===== config.mk =====
export PLATFORM = sky130hd
export DESIGN_NAME = batcharger_ctr
export DESIGN_NICKNAME = d
export VERILOG_FILES = /design/src/rtl/batcharger_ctr.sv
export SDC_FILE = /design/constraint.sdc
export NUM_CORES = 1
export LEC_CHECK = 0
export CELL_PAD_IN_SITES_DETAIL_PLACEMENT = 0
export CELL_PAD_IN_SITES_GLOBAL_PLACEMENT = 2
export CORE_ASPECT_RATIO = 2
export CORE_UTILIZATION = 30
export CTS_CLUSTER_SIZE = 28
export DETAILED_ROUTE_END_ITERATION = 8
export PLACE_DENSITY_LB_ADDON = 0.1
export RECOVER_POWER = 100
export SYNTH_ARGS = -nofsm -noshare
export SYNTH_HDL_FRONTEND = slang
export SYNTH_SLANG_ARGS = --single-unit

===== constraint.sdc =====
create_clock -name clk -period 4.3 [get_ports clk]
set_input_delay 0.86 -clock clk [delete_from_list [all_inputs] [get_ports clk]]
set_output_delay 0.86 -clock clk [all_outputs]
set_load 0.01 [all_outputs]

===== src/rtl/batcharger_ctr.sv =====
// Battery charge controller: sequences the power stage through trickle,
// constant-current and constant-voltage modes, ending on end-current or timeout.
module batcharger_ctr #(
  parameter int NDEB  = 4,
  parameter int PRESC = 10
) (
  input  logic       clk,
  input  logic       rst,
  input  logic       en,
  input  logic [7:0] vbat,
  input  logic [7:0] ibat,
  input  logic [7:0] vtok,
  input  logic [7:0] vpreset,
  input  logic [7:0] vcutoff,
  input  logic [7:0] iend,
  input  logic [7:0] icfg,
  input  logic [7:0] itcfg,
  input  logic [7:0] tmax,
  output logic       cc,
  output logic       tc,
  output logic       cv,
  output logic       pwr_en,
  output logic [7:0] icc,
  output logic [7:0] itc,
  output logic [7:0] vcv,
  output logic       done,
  output logic       tout,
  output logic [2:0] state
);

  typedef enum logic [2:0] {
    S_IDLE = 3'd0,
    S_TC   = 3'd1,
    S_CC   = 3'd2,
    S_CV   = 3'd3,
    S_DONE = 3'd4
  } st_t;

  st_t              st, nxt;
  logic [3:0]       cnt, cnt_nx;
  logic [PRESC-1:0] presc, presc_nx;
  logic [7:0]       timer, timer_nx;
  logic [7:0]       vtok_s, vpreset_s, iend_s, tmax_s;
  logic             done_nx, tout_nx, capture;
  logic             cond, active, tmo, fire;

  // Qualifying condition of the current state, always against snapshot thresholds
  always_comb begin
    cond = 1'b0;
    case (st)
      S_TC:    cond = (vbat >= vtok_s);
      S_CC:    cond = (vbat >= vpreset_s);
      S_CV:    cond = (ibat <= iend_s);
      S_DONE:  cond = (vbat < vpreset_s) && !tout;
      default: cond = 1'b0;
    endcase
    active = (st == S_TC) || (st == S_CC) || (st == S_CV);
    tmo    = active && (tmax_s != 8'd0) && (timer == tmax_s);
    fire   = cond && (cnt == 4'(NDEB - 1));
  end

  always_comb begin
    nxt      = st;
    cnt_nx   = cnt;
    presc_nx = presc;
    timer_nx = timer;
    done_nx  = done;
    tout_nx  = tout;
    capture  = 1'b0;
    if (!en) begin
      nxt      = S_IDLE;
      cnt_nx   = 4'd0;
      presc_nx = '0;
      timer_nx = 8'd0;
      done_nx  = 1'b0;
      tout_nx  = 1'b0;
    end else begin
      case (st)
        S_IDLE: begin
          if (vbat >= vcutoff) begin
            nxt     = S_DONE;
            done_nx = 1'b1;
          end else begin
            nxt      = (vbat < vtok) ? S_TC : S_CC;
            capture  = 1'b1;
            presc_nx = '0;
            timer_nx = 8'd0;
          end
        end
        S_TC, S_CC, S_CV: begin
          presc_nx = presc + 1'b1;
          if ((&presc) && (timer != 8'hff))
            timer_nx = timer + 8'd1;
          // Timeout wins over any debounced transition in the same cycle
          if (tmo) begin
            nxt     = S_DONE;
            tout_nx = 1'b1;
            done_nx = 1'b0;
          end else if (fire) begin
            case (st)
              S_TC:    nxt = S_CC;
              S_CC:    nxt = S_CV;
              default: begin
                nxt     = S_DONE;
                done_nx = 1'b1;
              end
            endcase
          end
        end
        S_DONE: begin
          if (fire) begin
            nxt     = S_IDLE;
            done_nx = 1'b0;
          end
        end
        default: nxt = S_IDLE;
      endcase
      if (nxt != st)
        cnt_nx = 4'd0;
      else if (cond)
        cnt_nx = cnt + 4'd1;
      else
        cnt_nx = 4'd0;
    end
  end

  // Mode outputs are decoded from the next state so they change on the same edge as the state
  always_ff @(posedge clk) begin
    if (rst) begin
      st        <= S_IDLE;
      cnt       <= 4'd0;
      presc     <= '0;
      timer     <= 8'd0;
      cc        <= 1'b0;
      tc        <= 1'b0;
      cv        <= 1'b0;
      pwr_en    <= 1'b0;
      done      <= 1'b0;
      tout      <= 1'b0;
      icc       <= 8'd0;
      itc       <= 8'd0;
      vcv       <= 8'd0;
      vtok_s    <= 8'd0;
      vpreset_s <= 8'd0;
      iend_s    <= 8'd0;
      tmax_s    <= 8'd0;
    end else begin
      st     <= nxt;
      cnt    <= cnt_nx;
      presc  <= presc_nx;
      timer  <= timer_nx;
      tc     <= (nxt == S_TC);
      cc     <= (nxt == S_CC);
      cv     <= (nxt == S_CV);
      pwr_en <= (nxt == S_TC) || (nxt == S_CC) || (nxt == S_CV);
      done   <= done_nx;
      tout   <= tout_nx;
      if (capture) begin
        icc       <= icfg;
        itc       <= itcfg;
        vcv       <= vcutoff;
        vtok_s    <= vtok;
        vpreset_s <= vpreset;
        iend_s    <= iend;
        tmax_s    <= tmax;
      end
    end
  end

  assign state = st;

endmodule


==> impl_metrics.env, run 1 <==
export IMPL_status="complete, no violations"
export IMPL_cts_clk_slew_worst_paths_ns=0.07
export IMPL_fp_dieH_um=175
export IMPL_n_fill_cell=1560
export IMPL_initial_core_util_pct=30.9
export IMPL_final_min_clock_period_ns=3.53
export IMPL_startpoint_type="input port"
export IMPL_ff_latch_area_um2=1740
export IMPL_gr_total_overflow=0
export IMPL_ioPinCount=108
export IMPL_synth_fp_nets=692
export IMPL_worst_path_buf_inv=1
export IMPL_ant_nets=0
export IMPL_tightest_slew_ns=0.786
export IMPL_cts_setup_buffers=0
export IMPL_pre_cts_ws_ns=0.621
export IMPL_drtIter0Drc=93
export IMPL_required_ns=4.51
export IMPL_die_area_um2=15400
export IMPL_whs_ns=0.449
export IMPL_antenna_found_initial=0
export IMPL_fmax_mhz=283
export IMPL_seq_area_frac_synth_pct=39.0
export IMPL_synth_common_cells="nand2_1 (136), dfxtp_1 (87), a21oi_1 (81), inv_1 (46), ha_1 (42)"
export IMPL_gp_congestion=0.844
export IMPL_drc=0
export IMPL_synth_top_area_share_pct=39.0
export IMPL_ir_drop_v=0.000176
export IMPL_powerDensity_nw_per_um2=341
export IMPL_layout_drive_gt1_share_pct=3.68
export IMPL_h_tree_depth=3
export IMPL_cp_arrival_ns=3.74
export IMPL_grt_pass1_vias=4278
export IMPL_path_delay_family="compound AO/OA/AOI/OAI gates"
export IMPL_cts_tree="done"
export IMPL_synth_edf_count=0
export IMPL_dp_hpwl_mm=10.3
export IMPL_die_width_um=88.3
export IMPL_slew_viol_final=0
export IMPL_synth_xor_area_share_pct=4.32
export IMPL_startpoint="vbat[7]"
export IMPL_root_buffer="clkbuf_16"
export IMPL_cts_buffers=9
export IMPL_synthSimpleGateAreaFrac_pct=23.4
export IMPL_finClkSkew_ns=0.00593
export IMPL_hold_path_class="flip-flop to flip-flop"
export IMPL_min_period_over_period_pct=82.2
export IMPL_area_delta_synth_final_pct=34.4
export IMPL_critical_path_class="input port to flip-flop"
export IMPL_syn_area_per_cell_um2=7.76
export IMPL_ys_ff_latch=87
export IMPL_largest_reg_flops=10
export IMPL_ys_types=47
export IMPL_cp_cell_sequence="dlygate4sd3_1 > ha_1 > a21oi_1 > o21ai_0 > or4_1 > o22a_1 > a2111o_1 > a21boi_0 > nor3b_1"
export IMPL_synthAdderAreaFrac_pct=11.8
export IMPL_relSlewSlack_pct=47.1
export IMPL_regToRegEndpoint="cc"
export IMPL_r2r_start="vpreset_s[7]"
export IMPL_synthTopCellsByArea="dfxtp_1 (39%), ha_1 (12%), nand2_1 (11%), a21oi_1 (9.1%), inv_1 (3.9%)"
export IMPL_critPathCaptureType="flip-flop"
export IMPL_io_buffers=107
export IMPL_synthMuxAreaShare_pct=0
export IMPL_reg2reg_setup_slack_ns=1.56
export IMPL_rr_worst_depth=9
export IMPL_syn_area_um2=4460
export IMPL_clk_latency_ns=0.34
export IMPL_async_reset_ff_share_pct=0
export IMPL_track_usage_pct=18.5
export IMPL_synth_compound_area_share_pct=15.5
export IMPL_yosysWarnings=0
export IMPL_layout_setup_ws_ns=0.765
export IMPL_max_stage_delay_ns=0.63
export IMPL_worstPathMaxFanout=4
export IMPL_hold_viol_final=0
export IMPL_dr_total_vias=4200
export IMPL_p_leak_nw=2.33
export IMPL_wl_mm=13.4
export IMPL_grt_max_degree=57
export IMPL_row_count=62
export IMPL_syn_inst=575
export IMPL_cpMaxStageDelayCell="dlygate4sd3_1"
export IMPL_fin_util_pct=41.6
export IMPL_setup_violations=0
export IMPL_ctsHoldBuffers=0
export IMPL_drv_cap=0
export IMPL_crit_path_end="cc"
export IMPL_post_cts_resized=0
export IMPL_diodes=0
export IMPL_viasPerCell=4.82
export IMPL_fin_nets=791
export IMPL_crit_cells=9
export IMPL_cts_path_max_buffers=2
export IMPL_synth_top_family_by_area="simple AND/OR/NAND/NOR gates"
export IMPL_grt_pass1_wl_mm=21.6
export IMPL_yosys_most_used_dff="dfxtp_1"
export IMPL_synth_most_common_cell="nand2_1"
export IMPL_regMostFlops="presc"
export IMPL_rsz0062_at_grt="no"
export IMPL_core_um2=14400
export IMPL_hp_start="itc[5]"
export IMPL_dr_pass1_iters=5
export IMPL_cts_sinks=87
export IMPL_multi_input_area_um2=2460
export IMPL_yosys_area_top_type="dfxtp_1"
export IMPL_setup_tns_final_ns=0
export IMPL_post_drt_wl_per_cell_um=15.3
==> tightest hold or removal path: cells and delay by family, from the launching register on <==
kind               cells  cell delay (ns)
and+or+nand+nor        1             0.05
AOI/OAI and AO/OA      1             0.05
DFF                    1             0.31
==> cell type report <==
class	count	area share, %
inverter	46	2.88
multi-input combinational	419	41.0
clock inverter	6	0.709
timing repair buffer	111	18.4
clock buffer	10	3.98
tap	192	4.00
sequential	87	29.0
==> power by group <==
part / internal, mW / total (mW) / switching (mW)
Combinational: 0.192 / 0.420 / 0.228
Clock: 0.410 / 0.746 / 0.336
Sequential: 0.850 / 0.878 / 0.0273
==> metal layers <==
layer | global-route usage, % | share of wire [%]
met3 | 2.80 | 2.9
met1 | 18.9 | 38
met4 | 6.79 | 2.2
met2 | 36.0 | 57
met5 | 0 | 0
==> layout by cell type (no fill, tap or decap), types with 2 or more instances in the layout <==
master	Yosys	routed
ha_1	42	42
xor2_1	7	7
nand4_1	12	12
nand3b_1	2	2
and3_1	4	4
or2_0	0	2
clkinvlp_4	0	2
or3_1	2	2
clkinv_2	0	2
buf_4	0	2
dlygate4sd3_1	0	35
xnor2_1	15	15
or4_1	4	4
and4_1	2	2
o21a_1	2	2
nor3_1	12	12
nor3b_1	2	2
nor2_1	35	35
a31oi_1	2	2
clkbuf_16	0	9
clkdlybuf4s50_1	0	71
nand3_1	9	9
a2111o_1	4	4
nand2_1	136	135
nor2b_1	6	6
o211ai_1	4	4
nand2b_1	3	3
inv_1	46	46
inv_6	0	2
a211oi_1	2	2
a21oi_1	81	81
dfxtp_1	87	87
o21ai_0	11	12
==> per-stage QoR <==
step	power (mW)	area, µm²	std cells
floorplan	1.13	4460	575
global placement	1.33	5720	855
detailed placement	1.33	5720	855
CTS	2.10	6000	871
global route	2.17	6000	871
finish	2.04	6000	871
==> worst min path at each step <==
stage / end / slack [ns] / cells past startpoint
3_3_place_gp: cnt[0] / 0.44 / 1
6_report: itc[5] / 0.45 / 2
4_1_cts: itc[5] / 0.46 / 2
3_5_place_dp: itc[5] / 0.45 / 2
5_1_grt: itc[5] / 0.47 / 2
2_1_floorplan: cnt[0] / 0.43 / 1
==> cell families after synthesis <==
group,after synthesis
AND/OR/NAND/NOR,236
adder cells (fa/ha/maj),42
XOR/XNOR,22
buffers and inverters,69
flip-flops,87
AO/OA/AOI/OAI,119
Power figures use the tool's default switching activity.
==> inputs of run 2 (changes only) <==
- CORE_UTILIZATION: 30 -> 25
- clock period: 4.3 -> 2.97 ns (I/O delays scaled with it)
==> run 2 against run 1 <==
Compared with the run above:
- worst hold slack improved by 0.00088 ns
- clock power up 70%
- final cell count increased by 4.5%
- register-to-register slack worse by 1.2 ns
- critical path type unchanged
- largest cell class unchanged
==> impl_metrics.env, run 2 (synthesis gave the netlist of run 1 again) <==
export IMPL_status="complete, no violations"
export IMPL_min_to="vcv[2]"
export IMPL_final_min_clock_period_ns=2.85
export IMPL_area_delta_synth_final_pct=40.5
export IMPL_tightest_slew_ns=0.485
export IMPL_dr_pass1_iters=4
export IMPL_critPathCaptureType="flip-flop"
export IMPL_fin_nets=812
export IMPL_cts_buffers=9
export IMPL_cp_arrival_ns=3.11
export IMPL_reg2reg_setup_slack_ns=0.40
export IMPL_antenna_found_initial=0
export IMPL_cts_setup_buffers=0
export IMPL_use_met3_pct=2.51
export IMPL_die_width_um=96.5
export IMPL_cts_tree="done"
export IMPL_p_leak_nw=2.50
export IMPL_cts_path_max_buffers=2
export IMPL_cts_sinks=87
export IMPL_regToRegEndpoint="done"
export IMPL_rr_worst_depth=9
export IMPL_powerDensity_nw_per_um2=510
export IMPL_dr_total_vias=4284
export IMPL_stdcell_area_um2=6270
export IMPL_ff_latch_area_um2=1740
export IMPL_regMostFlops="presc"
export IMPL_fmax_mhz=351
export IMPL_layout_drive_gt1_share_pct=7.14
export IMPL_fp_dieH_um=191
export IMPL_largest_reg_flops=10
export IMPL_final_cell_mix="nand2_1 (135), dfxtp_1 (87), a21oi_1 (80)"
export IMPL_whs_ns=0.450
export IMPL_max_stage_delay_ns=0.50
export IMPL_use_met2_pct=33.4
export IMPL_grt_pass1_wl_mm=22.7
export IMPL_relSlewSlack_pct=67.3
export IMPL_ioPinCount=108
export IMPL_row_count=68
export IMPL_die_area_um2=18400
export IMPL_viasPerCell=4.71
export IMPL_io_buffers=107
export IMPL_root_buffer="clkbuf_16"
export IMPL_grt_met1_usage_pct=15.5
export IMPL_post_cts_resized=0
export IMPL_clk_latency_ns=0.35
export IMPL_gp_congestion=0.823
export IMPL_multi_input_area_um2=2480
export IMPL_cpMaxStageDelayCell="a2111o_1"
export IMPL_slew_viol_final=0
export IMPL_min_period_over_period_pct=95.8
export IMPL_ir_drop_v=0.000229
export IMPL_h_tree_depth=3
export IMPL_ant_nets=0
export IMPL_layout_commonest_cell="nand2_1"
export IMPL_startpoint_type="input port"
export IMPL_drc=0
export IMPL_drtIter0Drc=131
export IMPL_hold_viol_final=0
export IMPL_core_um2=17400
export IMPL_gr_total_overflow=0
export IMPL_hold_path_class="flip-flop to flip-flop"
export IMPL_top_usage_layer="met2"
export IMPL_setup_violations=0
export IMPL_dp_hpwl_mm=11.2
export IMPL_cts_clk_slew_worst_paths_ns=0.06
export IMPL_critical_path_class="input port to flip-flop"
export IMPL_initial_core_util_pct=25.7
export IMPL_grt_pass1_vias=4485
export IMPL_hold_depth=2
export IMPL_ctsHoldBuffers=0
export IMPL_track_usage_pct=16.6
export IMPL_n_fill_cell=1858
export IMPL_drv_cap=0
export IMPL_r2r_start="vpreset_s[5]"
export IMPL_diodes=0
export IMPL_required_ns=3.24
export IMPL_cp_cell_sequence="clkdlybuf4s50_1 > ha_1 > a21oi_1 > o21ai_1 > or4_1 > o22a_1 > a2111o_1 > nor3b_1 > a211oi_2"
export IMPL_grt_max_degree=44
export IMPL_post_dp_cell_area_um2=5940
export IMPL_worstPathMaxFanout=4
export IMPL_post_drt_wl_per_cell_um=15.6
export IMPL_wl_mm=14.2
export IMPL_finClkSkew_ns=0.0117
export IMPL_hp_start="vcv[2]"
-- run 2: final cells by class --
class | instances | share of cell area, %
clock inverters | 5 | 1.26
well taps | 210 | 4.19
flip-flops and latches | 87 | 27.8
multi-input cells | 419 | 39.5
repair buffers | 132 | 20.5
inverters | 46 | 2.75
clock buffers | 11 | 4.03
-- run 2: worst max-delay path: cells and delay by family --
family / cells / cell delay [ns]
adders and majority gates: 1 / 0.31
AOI/OAI and AO/OA: 5 / 1.15
buffers and inverters: 1 / 0.44
and+or+nand+nor: 2 / 0.61
-- run 2: per-layer routing --
metal	wire, µm	share of wire, %	up-vias
met3	433	3.0	19
met2	8330	59	82
li1	-	-	2171
met4	380	2.7	0
met5	0	0	-
met1	5090	36	2012
-- run 2: worst max path at each step --
stage                from        to  slack, ns  depth (start not counted)
2_1_floorplan  vcutoff[2]  timer[7]       0.39                         10
3_3_place_gp      vbat[0]        tc      -0.26                         10
3_5_place_dp      vbat[7]        cc      -0.29                          9
4_1_cts           vbat[7]        cc       0.06                          9
5_1_grt           vbat[4]        tc      -0.01                         10
6_report          vbat[5]      done       0.12                          9
-- run 2: through the flow --
stage / std cells / util, % / worst slack [ns] / power (mW) / setup TNS (ns)
3_3_place_gp: 894 / 34.2 / -0.259 / 1.98 / -11.19
2_1_floorplan: 575 / - / 0.389 / 1.64 / 0
6_report: 910 / 36.1 / 0.125 / 3.20 / 0
4_1_cts: 910 / 36.1 / 0.0606 / 3.29 / 0
3_5_place_dp: 894 / 34.2 / -0.291 / 1.99 / -14.55
5_1_grt: 910 / 36.1 / -0.0102 / 3.39 / -0.0102
-- run 2: where the power goes --
part / switching [mW] / total (mW) / internal (mW)
registers: 0.0406 / 1.27 / 1.23
logic: 0.341 / 0.660 / 0.319
clock network: 0.483 / 1.27 / 0.783
total: 0.865 / 3.20 / 2.33
==> inputs of run 3 (changes only) <==
- CORE_UTILIZATION: 25 -> 32
- DONT_BUFFER_PORTS: unset -> 1
==> run 3 against run 2 <==
Compared with the run above:
- count of clock-buffer cells in the layout decreased by 2
- sequential share of layout area increased by 7.7 points
- sequential cell count unchanged
- final cell count decreased by 20%
- worst hold slack got worse by 0.14 ns
- maximum frequency increased by 7.6%
- global-route usage increased by 1.2 points
- critical path depth increased by 1
- register-to-register slack got worse by 0.05 ns
- critical path type unchanged
- sequential power about the same
==> impl_metrics.env, run 3 (synthesis gave the netlist of run 1 again) <==
export IMPL_core_um2=13500
export IMPL_reg2reg_setup_slack_ns=0.35
export IMPL_cts_setup_buffers=0
export IMPL_grt_pass1_vias=3814
export IMPL_layout_commonest_cell="nand2_1"
export IMPL_post_dp_cell_area_um2=4650
export IMPL_use_met3_pct=3.95
export IMPL_top_usage_layer="met2"
export IMPL_grt_met1_usage_pct=15.8
export IMPL_antenna_found_initial=0
export IMPL_cts_path_max_buffers=2
export IMPL_grt_max_degree=59
export IMPL_final_min_clock_period_ns=2.64
export IMPL_h_tree_depth=3
export IMPL_io_buffers=0
export IMPL_pre_cts_ws_ns=0.214
export IMPL_post_cts_resized=0
export IMPL_track_usage_pct=17.7
export IMPL_cts_tree="done"
export IMPL_dr_pass1_iters=4
export IMPL_cp_arrival_ns=2.86
export IMPL_die_width_um=85.5
export IMPL_largest_reg_flops=10
export IMPL_clk_latency_ns=0.35
export IMPL_ioPinCount=108
export IMPL_setup_tns_final_ns=0
export IMPL_regMostFlops="presc"
export IMPL_finClkSkew_ns=0.00977
export IMPL_cts_buffers=9
export IMPL_fmax_mhz=378
export IMPL_fin_nets=689
export IMPL_relSlewSlack_pct=59.2
export IMPL_drv_cap=0
export IMPL_die_area_um2=14500
export IMPL_cts_sinks=87
export IMPL_diodes=0
export IMPL_final_cell_mix="nand2_1 (135), dfxtp_1 (87), a21oi_1 (81)"
export IMPL_gp_congestion=0.800
export IMPL_critPathCaptureType="flip-flop"
export IMPL_r2r_start="vpreset_s[7]"
export IMPL_hold_viol_final=0
export IMPL_grt_pass1_wl_mm=19.3
export IMPL_status="complete, no violations"
export IMPL_fp_dieH_um=169
export IMPL_rr_worst_depth=9
export IMPL_rsz0062_at_grt="no"
export IMPL_wl_mm=12.4
export IMPL_n_fill_cell=1466
export IMPL_ant_nets=0
export IMPL_post_drt_wl_per_cell_um=16.9
export IMPL_worstPathMaxFanout=8
export IMPL_dr_total_vias=3805
export IMPL_row_count=60
export IMPL_layout_drive_gt1_share_pct=4.16
export IMPL_critical_path_class="input port to flip-flop"
export IMPL_total_power_mw=2.82
export IMPL_hold_path_class="input port to flip-flop"
export IMPL_slew_viol_final=0
export IMPL_powerDensity_nw_per_um2=575
export IMPL_area_delta_synth_final_pct=10.0
export IMPL_stdcell_area_um2=4910
export IMPL_ctsHoldBuffers=0
export IMPL_use_met2_pct=37.3
export IMPL_hold_depth=1
export IMPL_root_buffer="clkbuf_16"
export IMPL_tightest_slew_ns=0.612
export IMPL_required_ns=3.19
export IMPL_gr_total_overflow=0
export IMPL_setup_violations=0
export IMPL_p_leak_nw=1.83
export IMPL_startpoint_type="input port"
export IMPL_cts_clk_slew_worst_paths_ns=0.07
export IMPL_dp_hpwl_mm=9.50
export IMPL_drtIter0Drc=137
export IMPL_drc=0
export IMPL_viasPerCell=5.20
export IMPL_min_to="tmax_s[5]"
export IMPL_hp_start="rst"
export IMPL_regToRegEndpoint="cc"
export IMPL_ir_drop_v=0.000249
export IMPL_whs_ns=0.310
export IMPL_min_period_over_period_pct=89.1
export IMPL_layout_setup_ws_ns=0.325
export IMPL_initial_core_util_pct=33.0
## run 3: changes by cell type in the layout (fill, tap and decap cells not counted), moves of 2 or more
| cell | change |
|---|---|
| dlygate4sd3_1 | -33 |
| bufinv_16 | -2 |
| clkbuf_8 | -2 |
| clkinv_2 | -2 |
| clkbuf_1 | +4 |
| clkdlybuf4s50_1 | -71 |
| buf_4 | -17 |
| o21ai_1 | -3 |
| inv_8 | +2 |
| o21ai_0 | +3 |
| clkinvlp_4 | +2 |
| dlymetal6s2s_1 | -2 |
## run 3: per-stage QoR
step                      std cells  utilization [%]
after floorplan                 575                -
after global placement          716             34.4
after detailed placement        716             34.4
after CTS                       732             36.5
after global routing            732             36.3
final                           732             36.3
## run 3: critical path, stage by stage
cell and delay [ns]:
inv_1 0.03, ha_1 0.28, a211oi_1 0.22, o21ai_0 0.19, a2111oi_0 0.42, clkbuf_1 0.30, or2_0 0.41, nand4_1 0.18
xor2_1 0.18, nor2_1 0.05
## run 3: worst max path at each step
| stage | startpoint | end | cells after the start |
|---|---|---|---|
| 2_1_floorplan | vcutoff[2] | timer[7] | 10 |
| 3_3_place_gp | vbat[7] | cc | 8 |
| 3_5_place_dp | vbat[7] | cc | 8 |
| 4_1_cts | vpreset_s[7] | cc | 9 |
| 5_1_grt | vcutoff[2] | timer[4] | 10 |
| 6_report | vcutoff[2] | timer[4] | 10 |
## run 3: power breakdown
group	internal (mW)	switching, mW	total [mW]
combinational	0.161	0.264	0.426
sequential	1.23	0.0535	1.28
clock	0.587	0.525	1.11
## run 3: area by class of cell
class / count / area [µm²] / area share [%]
clock inverters: 7 / 63.8 / 1.30
flip-flops and latches: 87 / 1740 / 35.5
clock buffers: 9 / 225 / 4.59
repair buffers: 9 / 61.3 / 1.25
inverters: 46 / 173 / 3.52
well taps: 155 / 194 / 3.95
multi-input cells: 419 / 2450 / 49.9
## run 3: layer usage
metal  wire, µm  part of all wire [%]  vias up
li1           -                     -     1941
met2       7460                    60       91
met1       4110                    33     1760
met5          0                     0        -
met4        190                   1.5        0
met3        598                   4.8       13
==> edit 1: new RTL, config.mk and constraints of run 2 <==
The parameter `PRESC` goes from 10 to 20.
--- a/src/rtl/batcharger_ctr.sv
+++ b/src/rtl/batcharger_ctr.sv
@@ -3,5 +3,5 @@
 module batcharger_ctr #(
   parameter int NDEB  = 4,
-  parameter int PRESC = 10
+  parameter int PRESC = 20
 ) (
   input  logic       clk,
Formal check against the unedited RTL: same outputs for any inputs over 4 cycles, from zero or initial values and one cycle with rst high; that may be too few to reach the edited logic, so the function may still have changed.
==> edit 1 against run 2 <==
Hold slack worse by 0.0011 ns. Power is 7.3% higher. Design area increased by 11%. First-iteration DRC count shrank 27%. Routed wire length rose by 13%. Synthesized area up 12%. Setup slack improved by 0.013 ns. Sequential cell count is 10 higher. Critical path type unchanged. Critical endpoint is now cnt[1].
==> edit 1: results (changes against run 2) <==
* Wire length on met3: 393 um (-9.2%)
* Post-synthesis sequential area ratio: 39.0% (-0.058 points)
* Category of cells accounting for the largest share of critical-path delay: buffers and inverters
* Tightest Hold Check Type: flip-flop to flip-flop
- Pin count of the biggest net entering global routing: 57 (+30%)
- Overall track demand over capacity in global routing: 16.4% (-0.17 points)
* Unique masters post-synth: 57 (+21%)
- The via count of the first global-routing pass was 4719 (+5.2%).
- Signal arrival time at the worst endpoint: 3.07 ns (-0.04 ns)
- The violation count after the first detailed-routing iteration is 96 (-27%).
* Final HPWL from detailed placement: 12500 um (+11%)
- Worst-case setup slack after placement: -0.484 ns (-0.194 ns)
* Detailed-routing wirelength on met1: 5860 um (+15%)
- Global-route wire length before repair: 25100 um (+10%)
* Tightest Pin Transition: 0.712 ns (+0.227 ns)
* Largest reg by FF count: presc
* Root buffer cell: sky130_fd_sc_hd__clkbuf_16
* Met2 Routed Length: 9340 um (+12%)
- Max Clock Freq: 353 MHz (+0.47%)
- By count the netlist is led by 135 x sky130_fd_sc_hd__nand2_1, 97 x sky130_fd_sc_hd__dfxtp_1, 75 x sky130_fd_sc_hd__a21oi_1.
- The post-detailed-routing wire length came to 16100 um (+13%).
- Post-DR vias/cell: 4.61 (-2.1%)
- Largest cells by area after synthesis: sky130_fd_sc_hd__dfxtp_1 39%, sky130_fd_sc_hd__ha_1 11%, sky130_fd_sc_hd__nand2_1 10%, sky130_fd_sc_hd__a21oi_1 7.5%, sky130_fd_sc_hd__xor2_1 3.3%
* Static Leakage: 2.71 nW (+8.4%)
- Flop-to-flop setup slack: 0.42 ns (+0.02 ns)
* Largest clock skew in the final design: 0.0104 ns (-0.00131 ns)
- The peak ir drop on the vdd network is 0.296 mV (+29%).
- Max stage delay cell, worst path: sky130_fd_sc_hd__clkdlybuf4s50_1
- Ratio of cells with drive above 1 in the final layout: 10.4% (+3.3 points)
* Run status: completed
- The number of flip-flops in the largest register is 20 (+10).
- The initial antenna violation count was 1 (+1).
- Synthesized Nets: 737 (+6.5%)
## edit 1: timing repair
action	CTS	global route
cloned	0	1
buffers inserted	0	1
setup endpoints to repair	10	50
pin swaps	0	5
resized for setup	3	12
## edit 1: metal layers
layer	GRT usage [%]	vias up
li1	-	2381
met1	16.4	2202
met2	31.7	76
met3	2.61	27
met4	7.50	0
met5	0	-
## edit 1: logic make-up after synthesis
group	count (synthesis)	synth area share (%)
AND/OR/NAND/NOR	254	23.2
AO/OA/AOI/OAI	125	15.7
flip-flops	97	39.0
XOR/XNOR	34	5.97
adder cells (fa/ha/maj)	42	10.5
buffers and inverters	67	5.40
multiplexers	1	0.201
## edit 1: worst paths after layout
kind         cells past startpoint  startpoint      to
max                             11     vbat[5]  cnt[1]
min                              2      icc[2]  icc[2]
max reg2reg                     10   vtok_s[2]  cnt[1]
min reg2reg                      2      icc[2]  icc[2]
## edit 1: where the power goes
group          total, mW  switching, mW  internal, mW
clock               1.27          0.533         0.735
combinational      0.754          0.394         0.361
sequential          1.41         0.0433          1.37
## edit 1: layout make-up
type	count	area, um^2
clock inverter	6	82.6
antenna	1	2.50
inverter	40	150
tap	259	324
sequential	97	1940
multi-input combinational	456	2820
timing repair buffer	148	1410
clock buffer	10	229
fill	2106	12500
## edit 1: worst reg2reg max path, stage by stage, from the launching register on
cell	delay [ns]
sky130_fd_sc_hd__dfxtp_1	0.33
sky130_fd_sc_hd__inv_1	0.08
sky130_fd_sc_hd__ha_1	0.31
sky130_fd_sc_hd__a211oi_2	0.22
sky130_fd_sc_hd__o21ai_1	0.11
sky130_fd_sc_hd__a2111oi_2	0.36
sky130_fd_sc_hd__buf_4	0.18
sky130_fd_sc_hd__a211oi_2	0.06
sky130_fd_sc_hd__and2_4	0.20
sky130_fd_sc_hd__a211o_1	0.35
sky130_fd_sc_hd__nor4b_2	0.27
## edit 1: per-stage QoR
stage	instances	util, %	total power [mW]	cell area, um^2
after floorplan	620	-	1.81	4980
after global placement	998	33.9	2.20	6590
after detailed placement	998	33.9	2.20	6590
after CTS	1014	35.5	3.49	6910
after global routing	1017	35.8	3.62	6970
final	1017	35.8	3.43	6970
==> edit 2: new RTL, settings of run 2 <==
Without the edit above. Reset style: asynchronous (`rst`), changed in one clocked block.
--- a/src/rtl/batcharger_ctr.sv
+++ b/src/rtl/batcharger_ctr.sv
@@ -126,5 +126,5 @@
 
   // Mode outputs are decoded from the next state so they change on the same edge as the state
-  always_ff @(posedge clk) begin
+  always_ff @(posedge clk or posedge rst) begin
     if (rst) begin
       st        <= S_IDLE;
Function: differs if rst is asserted again (counterexample within 4 cycles, from zero or initial values and one cycle with rst high); with rst held inactive, the same outputs for 4 cycles.
==> edit 2 against run 2 <==
Setup slack better by 0.061 ns. Sequential cell count stayed put. Design area is 7.6% higher. Routed wire length is 3.3% lower. Via count is 8.6% lower. Count of clock-buffer cells in the layout is 2 higher. Synthesized area is 6.5% higher. The flow now finishes with violations (max-capacitance violations, max-slew violations). Synthesized cell count is 17% lower. Critical endpoint is now done.
Power is not compared: it rests on default switching activity, and its combinational part moved more than twofold at a synthesized area within 25%.
==> edit 2: results (changes against run 2) <==
- The run finished, with violations left.
- The final reports fail on max-capacitance violations, max-slew violations.
- The via total after detailed routing is 3916 (-8.6%).
- The final max-slew violation count is 31 (+31).
- Category of cells accounting for the largest share of critical-path delay: compound AO/OA/AOI/OAI gates
- The fraction of layout instances using a drive strength above 1 was 15.6% (+8.5 points).
- The count of mapped cells out of synthesis came to 476 (-17%).
* Number of port buffers: 107 (unchanged)
- Source-to-sink clock delay at the later pin of the worst-skew pair: between 0.3 and 0.4 ns
* Post-CTS setup buffer count: 0 (unchanged)
* Worst VDD drop: ~0.29 mV
- The length of routed met2 wiring is 8210 um (-1.4%).
- The number of warnings reported in the yosys synthesis log was 0 (unchanged).
* Post-synthesis sequential area ratio: 45.8% (+6.8 points)
- Number of antenna diodes: 0 (unchanged)
- The final weighted congestion in routability-driven placement came to 0.763 (-7.2%).
* Delay contributed by the slowest stage of the critical path: 0.45 ns (-0.05 ns)
- The number of cells after detailed placement was 860 (-3.8%).
* Fraction of met1 tracks used by global routing: 14.8% (-0.73 points)
- The highest layer touched by signal routing is met4.
- The post-cts sizing count is 5 (+5).
- The final routed wire length divided by cell count came to 15.7 um (+0.49%).
- The clock tree skew after final layout was 0.0100 ns (-0.00170 ns).
* Headroom to the max-slew limit: -7.28% (-75 points)
- The fraction of met2 tracks used by global routing came to 29.8% (-3.6 points).
- The slowest stage of the critical path belongs to the cell sky130_fd_sc_hd__clkdlybuf4s50_1.
* Synthesized Nets: 593 (-14%)
- The count of cell types in the netlist was 50 (+6.4%).
- The maximum number of pins on one net before global-route repair was 41 (-6.8%).
- Fillcell total: 1958 (+5.4%)
- Worst-case setup slack after placement: -0.610 ns (-0.319 ns)
* Largest reg by FF count: presc
- The wire length on met3 came to 372 um (-14%).
- Max-cap violation count: 1 (+1)
- Total Nets Final: 733 (-9.7%)
- The total global routing track utilization is 14.9% (-1.7 points).
* Placed inst area: 0.00641 mm^2 (+7.9%)
- Synth top cells by count: 87 x sky130_fd_sc_hd__dfrtp_1, 50 x sky130_fd_sc_hd__nand2_1, 42 x sky130_fd_sc_hd__ha_1
- The detailed-placement wirelength estimate was 10900 um (-2.4%).
* Portion of total power attributed to combinational logic: 41.3%
- Max FFs per register: 10 (unchanged)
- The met3 track demand over resource in global routing was 2.37% (-0.14 points).
- Signal arrival time at the worst endpoint: 3.02 ns (-0.09 ns)
- Vias in the first global route: 4293 (-4.3%)
- Post-DR vias/cell: 4.47 (-5.0%)
- After synthesis, the cell types taking the most area are sky130_fd_sc_hd__dfrtp_1 46%, sky130_fd_sc_hd__ha_1 11%, sky130_fd_sc_hd__mux2_2 8.3%, sky130_fd_sc_hd__nand2_1 3.9%, sky130_fd_sc_hd__o21ai_0 3.8%.
* Router iterations before antenna repair: 4 (unchanged)
- Iteration-0 DRC count of the detailed router: 83 (-37%)
- Global-route wire length before repair: 22000 um (-2.8%)
- Critical path fanouts, max: 7 (+3)
* Detailed-routing wirelength on met1: 4950 um (-2.8%)
- Tightest Hold Check Type: flip-flop to flip-flop
- Max clock buf depth: 2 (unchanged)
- Post-synthesis async set-or-reset flop share: 100% (+100 points)
edit 2: cell types whose count changed after synthesis, moves of 8 or more:
cell | before | now
sky130_fd_sc_hd__a21oi_1 | 81 | 20
sky130_fd_sc_hd__dfrtp_1 | 0 | 87
sky130_fd_sc_hd__dfxtp_1 | 87 | 0
sky130_fd_sc_hd__mux2_2 | 0 | 35
sky130_fd_sc_hd__nand2_1 | 136 | 50
sky130_fd_sc_hd__o21ai_0 | 11 | 36
sky130_fd_sc_hd__xnor2_1 | 15 | 5
sky130_fd_sc_hd__xor2_1 | 7 | 15
edit 2: area by class of cell:
type / instances / area, um^2 / area share [%]
sequential: 87 / 2180 / 32.3
clock inverter: 3 / 65.1 / 0.964
clock buffer: 13 / 260 / 3.86
inverter: 42 / 159 / 2.36
multi-input combinational: 333 / 2420 / 35.9
timing repair buffer: 143 / 1350 / 19.9
tap: 255 / 319 / 4.73
edit 2: final timing paths:
| kind | startpoint | to | slack [ns] | depth (start not counted) |
|---|---|---|---|---|
| worst min-delay path | cnt[0] | cnt[0] | 0.47 | 1 |
| worst min register to register | cnt[0] | cnt[0] | 0.47 | 1 |
| min in group asynchronous | rst | vtok_s[3] | 1.09 | 2 |
| worst max register to register | tmax_s[7] | cc | 0.26 | 8 |
| worst max-delay path | vbat[5] | done | 0.19 | 10 |
| max in group asynchronous | rst | vcv[3] | 0.81 | 3 |
edit 2: cells by family after synthesis:
| family | count (synthesis) | share of synthesized area, % |
|---|---|---|
| AND/OR/NAND/NOR | 143 | 14.3 |
| buffers and inverters | 56 | 4.50 |
| flip-flops | 87 | 45.8 |
| AO/OA/AOI/OAI | 93 | 12.4 |
| adder cells (fa/ha/maj) | 42 | 11.0 |
| multiplexers | 35 | 8.29 |
| XOR/XNOR | 20 | 3.68 |
